File: config.mk
export PLATFORM = sky130hd
export DESIGN_NAME = sys_top
export DESIGN_NICKNAME = d
export VERILOG_FILES = /design/src/rtl/sys_top.sv
export SDC_FILE = /design/constraint.sdc
export NUM_CORES = 1
export LEC_CHECK = 0
export BUFFER_PORTS_ARGS = -buffer_cell sky130_fd_sc_hd__buf_2
export CAP_MARGIN = 15
export CORE_UTILIZATION = 59
export DETAILED_ROUTE_END_ITERATION = 8
export HOLD_SLACK_MARGIN = 0.05
export PLACE_DENSITY = 0.78
export SLEW_MARGIN = 0
export SYNTH_ARGS = -nofsm -noshare
export SYNTH_HDL_FRONTEND = slang
export SYNTH_SLANG_ARGS = --single-unit
File: constraint.sdc
create_clock -name UART_CLK -period 29.5 [get_ports UART_CLK]
set_input_delay 7.375 -clock UART_CLK [delete_from_list [all_inputs] [get_ports UART_CLK]]
set_output_delay 7.375 -clock UART_CLK [all_outputs]
set_load 0.01 [all_outputs]
File: src/rtl/sys_top.sv
// UART-driven command processor: RX deframer, command FSM, register file, ALU and TX framer.
// REG2 holds the UART configuration, which is sampled at the start bit of every frame.
module sys_top #(
  parameter int DATA_WIDTH = 8,
  parameter int RF_DEPTH   = 16
) (
  input  logic UART_CLK,
  input  logic RST_N,
  input  logic UART_RX_IN,
  output logic UART_TX_O,
  output logic parity_error,
  output logic framing_error
);

  localparam int AW = $clog2(RF_DEPTH);
  localparam int RW = 2 * DATA_WIDTH;
  localparam logic [3:0] DataBits = 4'(DATA_WIDTH);

  localparam logic [3:0] StIdle    = 4'd0;
  localparam logic [3:0] StWrAddr  = 4'd1;
  localparam logic [3:0] StWrData  = 4'd2;
  localparam logic [3:0] StRdAddr  = 4'd3;
  localparam logic [3:0] StAluA    = 4'd4;
  localparam logic [3:0] StAluB    = 4'd5;
  localparam logic [3:0] StAluFunc = 4'd6;
  localparam logic [3:0] StExec    = 4'd7;
  localparam logic [3:0] StTxWait  = 4'd8;

  localparam logic [1:0] TxIdle  = 2'd0;
  localparam logic [1:0] TxFrame = 2'd1;
  localparam logic [1:0] TxGap   = 2'd2;

  logic [DATA_WIDTH-1:0] rf_q [RF_DEPTH];
  logic [5:0]            cfg_pre;

  // Only 8, 16 and 32 clocks per bit are supported; anything else runs at 32.
  always_comb begin
    cfg_pre = 6'd32;
    case (rf_q[2][7:2])
      6'd8:    cfg_pre = 6'd8;
      6'd16:   cfg_pre = 6'd16;
      default: cfg_pre = 6'd32;
    endcase
  end

  // ---------------- RX ----------------
  logic                  rx_sync_q, rx_prev_q, rx_busy_q;
  logic [5:0]            rx_cnt_q, rx_pre_q, rx_half;
  logic [3:0]            rx_bit_q;
  logic                  rx_par_en_q, rx_par_typ_q, rx_bad_par_q;
  logic [1:0]            rx_smp_q;
  logic [DATA_WIDTH-1:0] rx_shift_q, rx_byte_q;
  logic                  rx_valid_q, rx_err_q, rx_vote;

  assign rx_half = {1'b0, rx_pre_q[5:1]};
  assign rx_vote = (rx_smp_q[0] & rx_smp_q[1]) | (rx_smp_q[0] & rx_sync_q) |
                   (rx_smp_q[1] & rx_sync_q);

  always_ff @(posedge UART_CLK or negedge RST_N) begin
    if (!RST_N) begin
      rx_sync_q     <= 1'b1;
      rx_prev_q     <= 1'b1;
      rx_busy_q     <= 1'b0;
      rx_cnt_q      <= '0;
      rx_pre_q      <= 6'd32;
      rx_bit_q      <= '0;
      rx_par_en_q   <= 1'b0;
      rx_par_typ_q  <= 1'b0;
      rx_bad_par_q  <= 1'b0;
      rx_smp_q      <= '0;
      rx_shift_q    <= '0;
      rx_byte_q     <= '0;
      rx_valid_q    <= 1'b0;
      rx_err_q      <= 1'b0;
      parity_error  <= 1'b0;
      framing_error <= 1'b0;
    end else begin
      rx_sync_q  <= UART_RX_IN;
      rx_prev_q  <= rx_sync_q;
      rx_valid_q <= 1'b0;
      rx_err_q   <= 1'b0;
      if (!rx_busy_q) begin
        if (rx_prev_q && !rx_sync_q) begin
          rx_busy_q    <= 1'b1;
          rx_cnt_q     <= '0;
          rx_bit_q     <= '0;
          rx_pre_q     <= cfg_pre;
          rx_par_en_q  <= rf_q[2][0];
          rx_par_typ_q <= rf_q[2][1];
          rx_bad_par_q <= 1'b0;
        end
      end else begin
        if (rx_cnt_q == rx_pre_q - 6'd1) begin
          rx_cnt_q <= '0;
          rx_bit_q <= rx_bit_q + 4'd1;
        end else begin
          rx_cnt_q <= rx_cnt_q + 6'd1;
        end
        if (rx_cnt_q == rx_half - 6'd1) rx_smp_q[0] <= rx_sync_q;
        if (rx_cnt_q == rx_half) rx_smp_q[1] <= rx_sync_q;
        if (rx_cnt_q == rx_half + 6'd1) begin
          if (rx_bit_q == 4'd0) begin
            if (rx_vote) begin
              rx_busy_q <= 1'b0;  // glitch, not a start bit
            end else begin
              parity_error  <= 1'b0;
              framing_error <= 1'b0;
            end
          end else if (rx_bit_q <= DataBits) begin
            rx_shift_q <= {rx_vote, rx_shift_q[DATA_WIDTH-1:1]};
          end else if (rx_par_en_q && rx_bit_q == DataBits + 4'd1) begin
            if (rx_vote != (^rx_shift_q ^ rx_par_typ_q)) begin
              rx_bad_par_q <= 1'b1;
              parity_error <= 1'b1;
            end
          end else begin
            rx_busy_q <= 1'b0;
            rx_byte_q <= rx_shift_q;
            if (!rx_vote) framing_error <= 1'b1;
            if (!rx_vote || rx_bad_par_q) rx_err_q <= 1'b1;
            else rx_valid_q <= 1'b1;
          end
        end
      end
    end
  end

  // ---------------- TX ----------------
  logic [1:0]            tx_state_q;
  logic [5:0]            tx_cnt_q, tx_pre_q;
  logic [3:0]            tx_bit_q, tx_last;
  logic                  tx_par_en_q, tx_par_q, tx_more_q, tx_done_q, tx_start, tx_line;
  logic [DATA_WIDTH-1:0] tx_shift_q, tx_load;
  logic                  tx_go_q, tx_two_q;
  logic [DATA_WIDTH-1:0] tx_lo_q, tx_hi_q;

  assign tx_last  = tx_par_en_q ? DataBits + 4'd2 : DataBits + 4'd1;
  assign tx_load  = (tx_state_q == TxIdle) ? tx_lo_q : tx_hi_q;
  assign tx_start = (tx_state_q == TxIdle && tx_go_q) ||
                    (tx_state_q == TxGap && tx_cnt_q == 6'd1);

  always_comb begin
    tx_line = 1'b1;
    if (tx_state_q == TxFrame) begin
      if (tx_bit_q == 4'd0) tx_line = 1'b0;
      else if (tx_bit_q <= DataBits) tx_line = tx_shift_q[0];
      else if (tx_par_en_q && tx_bit_q == DataBits + 4'd1) tx_line = tx_par_q;
    end
  end
  assign UART_TX_O = tx_line;

  always_ff @(posedge UART_CLK or negedge RST_N) begin
    if (!RST_N) begin
      tx_state_q  <= TxIdle;
      tx_cnt_q    <= '0;
      tx_pre_q    <= 6'd32;
      tx_bit_q    <= '0;
      tx_par_en_q <= 1'b0;
      tx_par_q    <= 1'b0;
      tx_more_q   <= 1'b0;
      tx_done_q   <= 1'b0;
      tx_shift_q  <= '0;
    end else begin
      tx_done_q <= 1'b0;
      if (tx_start) begin
        tx_state_q  <= TxFrame;
        tx_cnt_q    <= '0;
        tx_bit_q    <= '0;
        tx_shift_q  <= tx_load;
        tx_pre_q    <= cfg_pre;
        tx_par_en_q <= rf_q[2][0];
        tx_par_q    <= ^tx_load ^ rf_q[2][1];
        tx_more_q   <= (tx_state_q == TxIdle) && tx_two_q;
      end else if (tx_state_q == TxGap) begin
        tx_cnt_q <= tx_cnt_q + 6'd1;
      end else if (tx_state_q == TxFrame) begin
        if (tx_cnt_q == tx_pre_q - 6'd1) begin
          tx_cnt_q <= '0;
          tx_bit_q <= tx_bit_q + 4'd1;
          if (tx_bit_q != 4'd0 && tx_bit_q <= DataBits) tx_shift_q <= tx_shift_q >> 1;
          if (tx_bit_q == tx_last) begin
            if (tx_more_q) begin
              tx_state_q <= TxGap;
            end else begin
              tx_state_q <= TxIdle;
              tx_done_q  <= 1'b1;
            end
          end
        end else begin
          tx_cnt_q <= tx_cnt_q + 6'd1;
        end
      end
    end
  end

  // ---------------- ALU ----------------
  logic [RW-1:0] alu_a, alu_b, alu_res;
  logic [3:0]    func_q;

  assign alu_a = RW'(rf_q[0]);
  assign alu_b = RW'(rf_q[1]);

  always_comb begin
    alu_res = '0;
    case (func_q)
      4'h0:    alu_res = alu_a + alu_b;
      4'h1:    alu_res = alu_a - alu_b;
      4'h2:    alu_res = alu_a * alu_b;
      4'h3:    alu_res = (alu_b == '0) ? '0 : alu_a / alu_b;
      4'h4:    alu_res = alu_a & alu_b;
      4'h5:    alu_res = alu_a | alu_b;
      4'h6:    alu_res = RW'(~(rf_q[0] & rf_q[1]));
      4'h7:    alu_res = RW'(~(rf_q[0] | rf_q[1]));
      4'h8:    alu_res = alu_a ^ alu_b;
      4'h9:    alu_res = RW'(~(rf_q[0] ^ rf_q[1]));
      4'hA:    alu_res = RW'(rf_q[0] == rf_q[1]);
      4'hB:    alu_res = RW'(rf_q[0] > rf_q[1]);
      4'hC:    alu_res = RW'(rf_q[0] < rf_q[1]);
      4'hD:    alu_res = alu_a >> 1;
      4'hE:    alu_res = alu_a << 1;
      default: alu_res = '0;
    endcase
  end

  // ---------------- command FSM ----------------
  logic [3:0]    cmd_state_q;
  logic [AW-1:0] addr_q;
  logic          collecting;

  assign collecting = (cmd_state_q != StIdle) && (cmd_state_q != StExec) &&
                      (cmd_state_q != StTxWait);

  always_ff @(posedge UART_CLK or negedge RST_N) begin
    if (!RST_N) begin
      cmd_state_q <= StIdle;
      for (int i = 0; i < RF_DEPTH; i++) rf_q[i] <= '0;
      rf_q[2]     <= DATA_WIDTH'(8'h81);
      addr_q      <= '0;
      func_q      <= '0;
      tx_go_q     <= 1'b0;
      tx_two_q    <= 1'b0;
      tx_lo_q     <= '0;
      tx_hi_q     <= '0;
    end else begin
      tx_go_q <= 1'b0;
      if (rx_err_q && collecting) begin
        cmd_state_q <= StIdle;
      end else begin
        case (cmd_state_q)
          StIdle: if (rx_valid_q) begin
            case (rx_byte_q)
              8'hAA:   cmd_state_q <= StWrAddr;
              8'hBB:   cmd_state_q <= StRdAddr;
              8'hCC:   cmd_state_q <= StAluA;
              8'hDD:   cmd_state_q <= StAluFunc;
              default: cmd_state_q <= StIdle;
            endcase
          end
          StWrAddr: if (rx_valid_q) begin
            addr_q      <= rx_byte_q[AW-1:0];
            cmd_state_q <= StWrData;
          end
          StWrData: if (rx_valid_q) begin
            rf_q[addr_q] <= rx_byte_q;
            cmd_state_q  <= StIdle;
          end
          StRdAddr: if (rx_valid_q) begin
            tx_lo_q     <= rf_q[rx_byte_q[AW-1:0]];
            tx_two_q    <= 1'b0;
            tx_go_q     <= 1'b1;
            cmd_state_q <= StTxWait;
          end
          StAluA: if (rx_valid_q) begin
            rf_q[0]     <= rx_byte_q;
            cmd_state_q <= StAluB;
          end
          StAluB: if (rx_valid_q) begin
            rf_q[1]     <= rx_byte_q;
            cmd_state_q <= StAluFunc;
          end
          StAluFunc: if (rx_valid_q) begin
            func_q      <= rx_byte_q[3:0];
            cmd_state_q <= StExec;
          end
          StExec: begin
            tx_lo_q     <= alu_res[DATA_WIDTH-1:0];
            tx_hi_q     <= alu_res[RW-1:DATA_WIDTH];
            tx_two_q    <= 1'b1;
            tx_go_q     <= 1'b1;
            cmd_state_q <= StTxWait;
          end
          StTxWait: if (tx_done_q) cmd_state_q <= StIdle;
          default: cmd_state_q <= StIdle;
        endcase
      end
    end
  end

endmodule

==> flow_metrics.env <==
export IMPL_cpMostUsedCell="o21a_1"
export IMPL_ff2ff_setup_slack_ps=1920
export IMPL_holdPathStages=0
export IMPL_die_w_um=183
export IMPL_area_growth_pct=8.40
export IMPL_drv_cap=0
export IMPL_finalMaxSlewViolations=0
export IMPL_grt_overflow_total=0
export IMPL_hold_buffers=0
export IMPL_n_fill_cell=2515
export IMPL_tightest_slew_ps=1180
export IMPL_critPathSlowestCell="or4_1"
export IMPL_report_final_setup_viol=0
export IMPL_holdCritStartpoint="rx_sync_q$_DFF_PN1_"
export IMPL_start_kind="flop"
export IMPL_r2r_end="tx_lo_q[0]$_DFFE_PN0P_"
export IMPL_grt_pass1_vias=15813
export IMPL_core_area_um2=32500
export IMPL_die_h_um=183
export IMPL_slew_headroom_pct=21.2
export IMPL_synth_compound_area_share_pct=16.0
export IMPL_fin_cells=2515
export IMPL_fp_row_count=66
export IMPL_clkSinkCount=226
export IMPL_synth_area_um2=19400
export IMPL_ys_seq_elements=226
export IMPL_period_share_pct=93.5
export IMPL_cp_required_ps=29860
export IMPL_reg2reg_depth=136
export IMPL_period_needed_ps=27580
export IMPL_post_route_cells_drive_above_1_share_pct=17.8
export IMPL_grt_pass1_wl_mm=81.7
export IMPL_route_met3_wl_mm=3.63
export IMPL_crit_type="reg -> reg"
export IMPL_topRoutingLayerUsed="met4"
export IMPL_yosys_area_share_simple_pct=15.0
export IMPL_ys_warn_count=0
export IMPL_cp_arrival_ps=27940
export IMPL_crit_fanout=15
export IMPL_postSynthCellCount=2052
export IMPL_htreeDepth=1
export IMPL_insertion_delay_ps=530
export IMPL_dp_cells=2450
export IMPL_io_buffers=5
export IMPL_synthAdderAreaFrac_pct=15.2
export IMPL_synthFlopType="dfrtp_1"
export IMPL_firstDrtPassIters=6
export IMPL_hpwl_mm=35.9
export IMPL_viasPerCell=6.42
export IMPL_status="complete, no violations"
export IMPL_worst_setup_path_end_kind="flop"
export IMPL_hold_viol=0
export IMPL_gp_congestion=0.997
export IMPL_r2r_start="alu_b[0]$_DFFE_PN0P_"
export IMPL_io_pins=6
export IMPL_avgSynthCellArea_um2=9.47
export IMPL_wl_met2_mm=24.4
export IMPL_num_vias=16136
export IMPL_timing_fmax_mhz=36.3
export IMPL_antenna_left=0
export IMPL_synth_top_family_by_area="compound AO/OA/AOI/OAI gates"
export IMPL_seq_area_frac_synth_pct=29.1
export IMPL_wl_met1_mm=20.8
export IMPL_timing_final_ws_setup_ps=1920
export IMPL_wire_per_inst_um=20.2
export IMPL_netlist_area_leader_share_pct=28.3
export IMPL_n_antenna_cell=0
export IMPL_grt_max_degree=142
export IMPL_ys_types=104
export IMPL_antenna_found_initial=0
export IMPL_cts_buffers_inserted=23
export IMPL_clk_path_buf_depth=3
export IMPL_drtIter0Drc=1361
export IMPL_clk_pin_slew_worst_paths_ps=70
export IMPL_post_place_ws_ps=-396
export IMPL_start_util_pct=59.9
export IMPL_fin_util_pct=64.9
export IMPL_synthTopCellsByArea="dfrtp_1 (28%), ha_1 (11%), mux2_2 (9.6%)"
export IMPL_async_flop_share_pct=100
export IMPL_cts_tree="done"
export IMPL_hold_path_endpoint="rx_prev_q$_DFF_PN1_"
export IMPL_hp_class="reg -> reg"
export IMPL_fp_dieArea_um2=33700
export IMPL_drt_total_wl_mm=50.9
export IMPL_fin_skew_ps=21.2
export IMPL_fin_nets=2273
export IMPL_yosysTopAreaCell="dfrtp_1"
export IMPL_synth_xor_area_share_pct=4.96
export IMPL_drc_errors=0
export IMPL_critical_path_max_stage_delay_ps=520
export IMPL_synth_edff_count=0
export IMPL_synthMuxAreaShare_pct=15.6
export IMPL_grt_total_usage_pct=30.4
export IMPL_cts_root_buf="clkbuf_16"
registers in the layout (all words and copies together), names as in the netlist, 6 cells and up:
name        cells
rf_q          112
tx_shift_q      8
tx_lo_q         8
rx_shift_q      8
alu_b           8
tx_cnt_q        6
tx_hi_q         8
rx_cnt_q        6
rx_byte_q       8
alu_a           8
what timing repair did:
item / 4_1_cts / 5_1_grt
endpoints found under the setup margin: 1 / 2
gates resized for setup: 0 / 31
buffers inserted: 3 / 20
pin swaps: 2 / 6
cloned: 0 / 0
kinds of logic (layout without fill, tap and decap cells):
logic type / count (synthesis) / after routing
muxes: 230 / 230
DFF: 226 / 226
other: 1 / 8
buffers and inverters: 206 / 220
adders and majority gates: 213 / 213
AOI/OAI and AO/OA: 472 / 472
xor gates and xnor gates: 110 / 110
and+or+nand+nor: 594 / 594
cells in the final DEF (no fill, tap or decap), drive strengths merged, types with 7 or more instances in the layout:
| cell | netlist | routed |
|---|---|---|
| nand3b | 8 | 8 |
| a31oi | 9 | 9 |
| conb | 1 | 8 |
| or3 | 13 | 13 |
| a21oi | 96 | 96 |
| ha | 175 | 175 |
| mux2 | 168 | 168 |
| fa | 38 | 38 |
| buf | 17 | 58 |
| nor2b | 20 | 20 |
| a211oi | 13 | 13 |
| o21ai | 144 | 144 |
| xor2 | 45 | 45 |
| xnor2 | 65 | 65 |
| nand2 | 180 | 180 |
| or2 | 9 | 9 |
| nor2 | 151 | 151 |
| nand3 | 53 | 53 |
| o21a | 43 | 43 |
| dfrtp | 220 | 220 |
| o22ai | 8 | 8 |
| o21bai | 18 | 18 |
| a22oi | 15 | 15 |
| nand2b | 28 | 28 |
| o31ai | 27 | 27 |
| nor4 | 9 | 9 |
| mux2i | 22 | 22 |
| nor3b | 7 | 7 |
| inv | 118 | 119 |
| mux4 | 40 | 40 |
| clkbuf | 68 | 33 |
| nand4 | 11 | 11 |
| a21o | 22 | 22 |
| and2 | 11 | 11 |
| o211ai | 18 | 18 |
| nor3 | 68 | 68 |
how the worst max path moves through the flow:
stage	start	endpoint	cells past startpoint
finish	alu_b[0]$_DFFE_PN0P_	tx_lo_q[0]$_DFFE_PN0P_	136
global route	alu_b[0]$_DFFE_PN0P_	tx_lo_q[0]$_DFFE_PN0P_	137
CTS	alu_b[0]$_DFFE_PN0P_	tx_lo_q[0]$_DFFE_PN0P_	135
detailed placement	alu_b[0]$_DFFE_PN0P_	tx_lo_q[0]$_DFFE_PN0P_	135
global placement	alu_b[4]$_DFFE_PN0P_	tx_lo_q[0]$_DFFE_PN0P_	133
floorplan	alu_b[0]$_DFFE_PN0P_	tx_lo_q[0]$_DFFE_PN0P_	140
stage by stage:
step	setup TNS (ps)	instance area [um2]	hold slack (ps)
after global placement	0	19900	386
after CTS	0	20800	396
final	0	21100	397
after detailed placement	-396	19900	388
after global routing	-167	21100	407
after floorplan	0	19500	372
layout make-up:
class                      instances  area [um2]  share of cell area, %
tap                              442         553                   2.63
multi-input combinational       1627       13100                   62.4
clock inverter                     8         158                  0.748
sequential                       226        5670                   26.9
inverter                         121         454                   2.16
clock buffer                      33         643                   3.05
timing repair buffer              58         453                   2.15
Yosys cell counts, types with 6 or more instances:
library cell / count
mux4_2: 40
clkbuf_1: 68
buf_1: 12
nor4_1: 6
a22oi_1: 15
mux2_2: 165
nand3b_1: 8
ha_1: 175
o22ai_1: 8
nor2_1: 149
mux2i_1: 19
xnor2_1: 65
a211oi_1: 11
o21a_1: 43
fa_1: 38
o31ai_1: 27
o21bai_1: 18
o21ai_0: 131
inv_1: 117
nor2b_1: 20
a21o_1: 21
nand3_1: 53
nor3b_1: 6
or3_1: 13
or2_2: 7
dfrtp_1: 220
nand2_1: 180
dfstp_2: 6
o211ai_1: 15
a21oi_1: 96
a31oi_1: 9
o21ai_1: 11
nand2b_1: 28
nand4_1: 11
xor2_1: 45
and2_1: 11
nor3_1: 65
critical path, delay by kind of cell (launching register included):
| kind | cells | cell delay [ps] |
|---|---|---|
| fa+ha+maj | 15 | 4660 |
| mux | 7 | 1770 |
| buf+inv | 6 | 950 |
| flops | 1 | 350 |
| simple gates | 33 | 5620 |
| compound gates | 75 | 14010 |
layer usage:
metal | track usage [%] | up-vias
li1 | - | 7436
met2 | 50.2 | 656
met1 | 40.3 | 7909
met4 | 13.5 | 0
met3 | 3.57 | 135
met5 | 0 | -
Power is not shown: default switching activity piles up to over one toggle a cycle in this logic, so the estimate is an artifact.
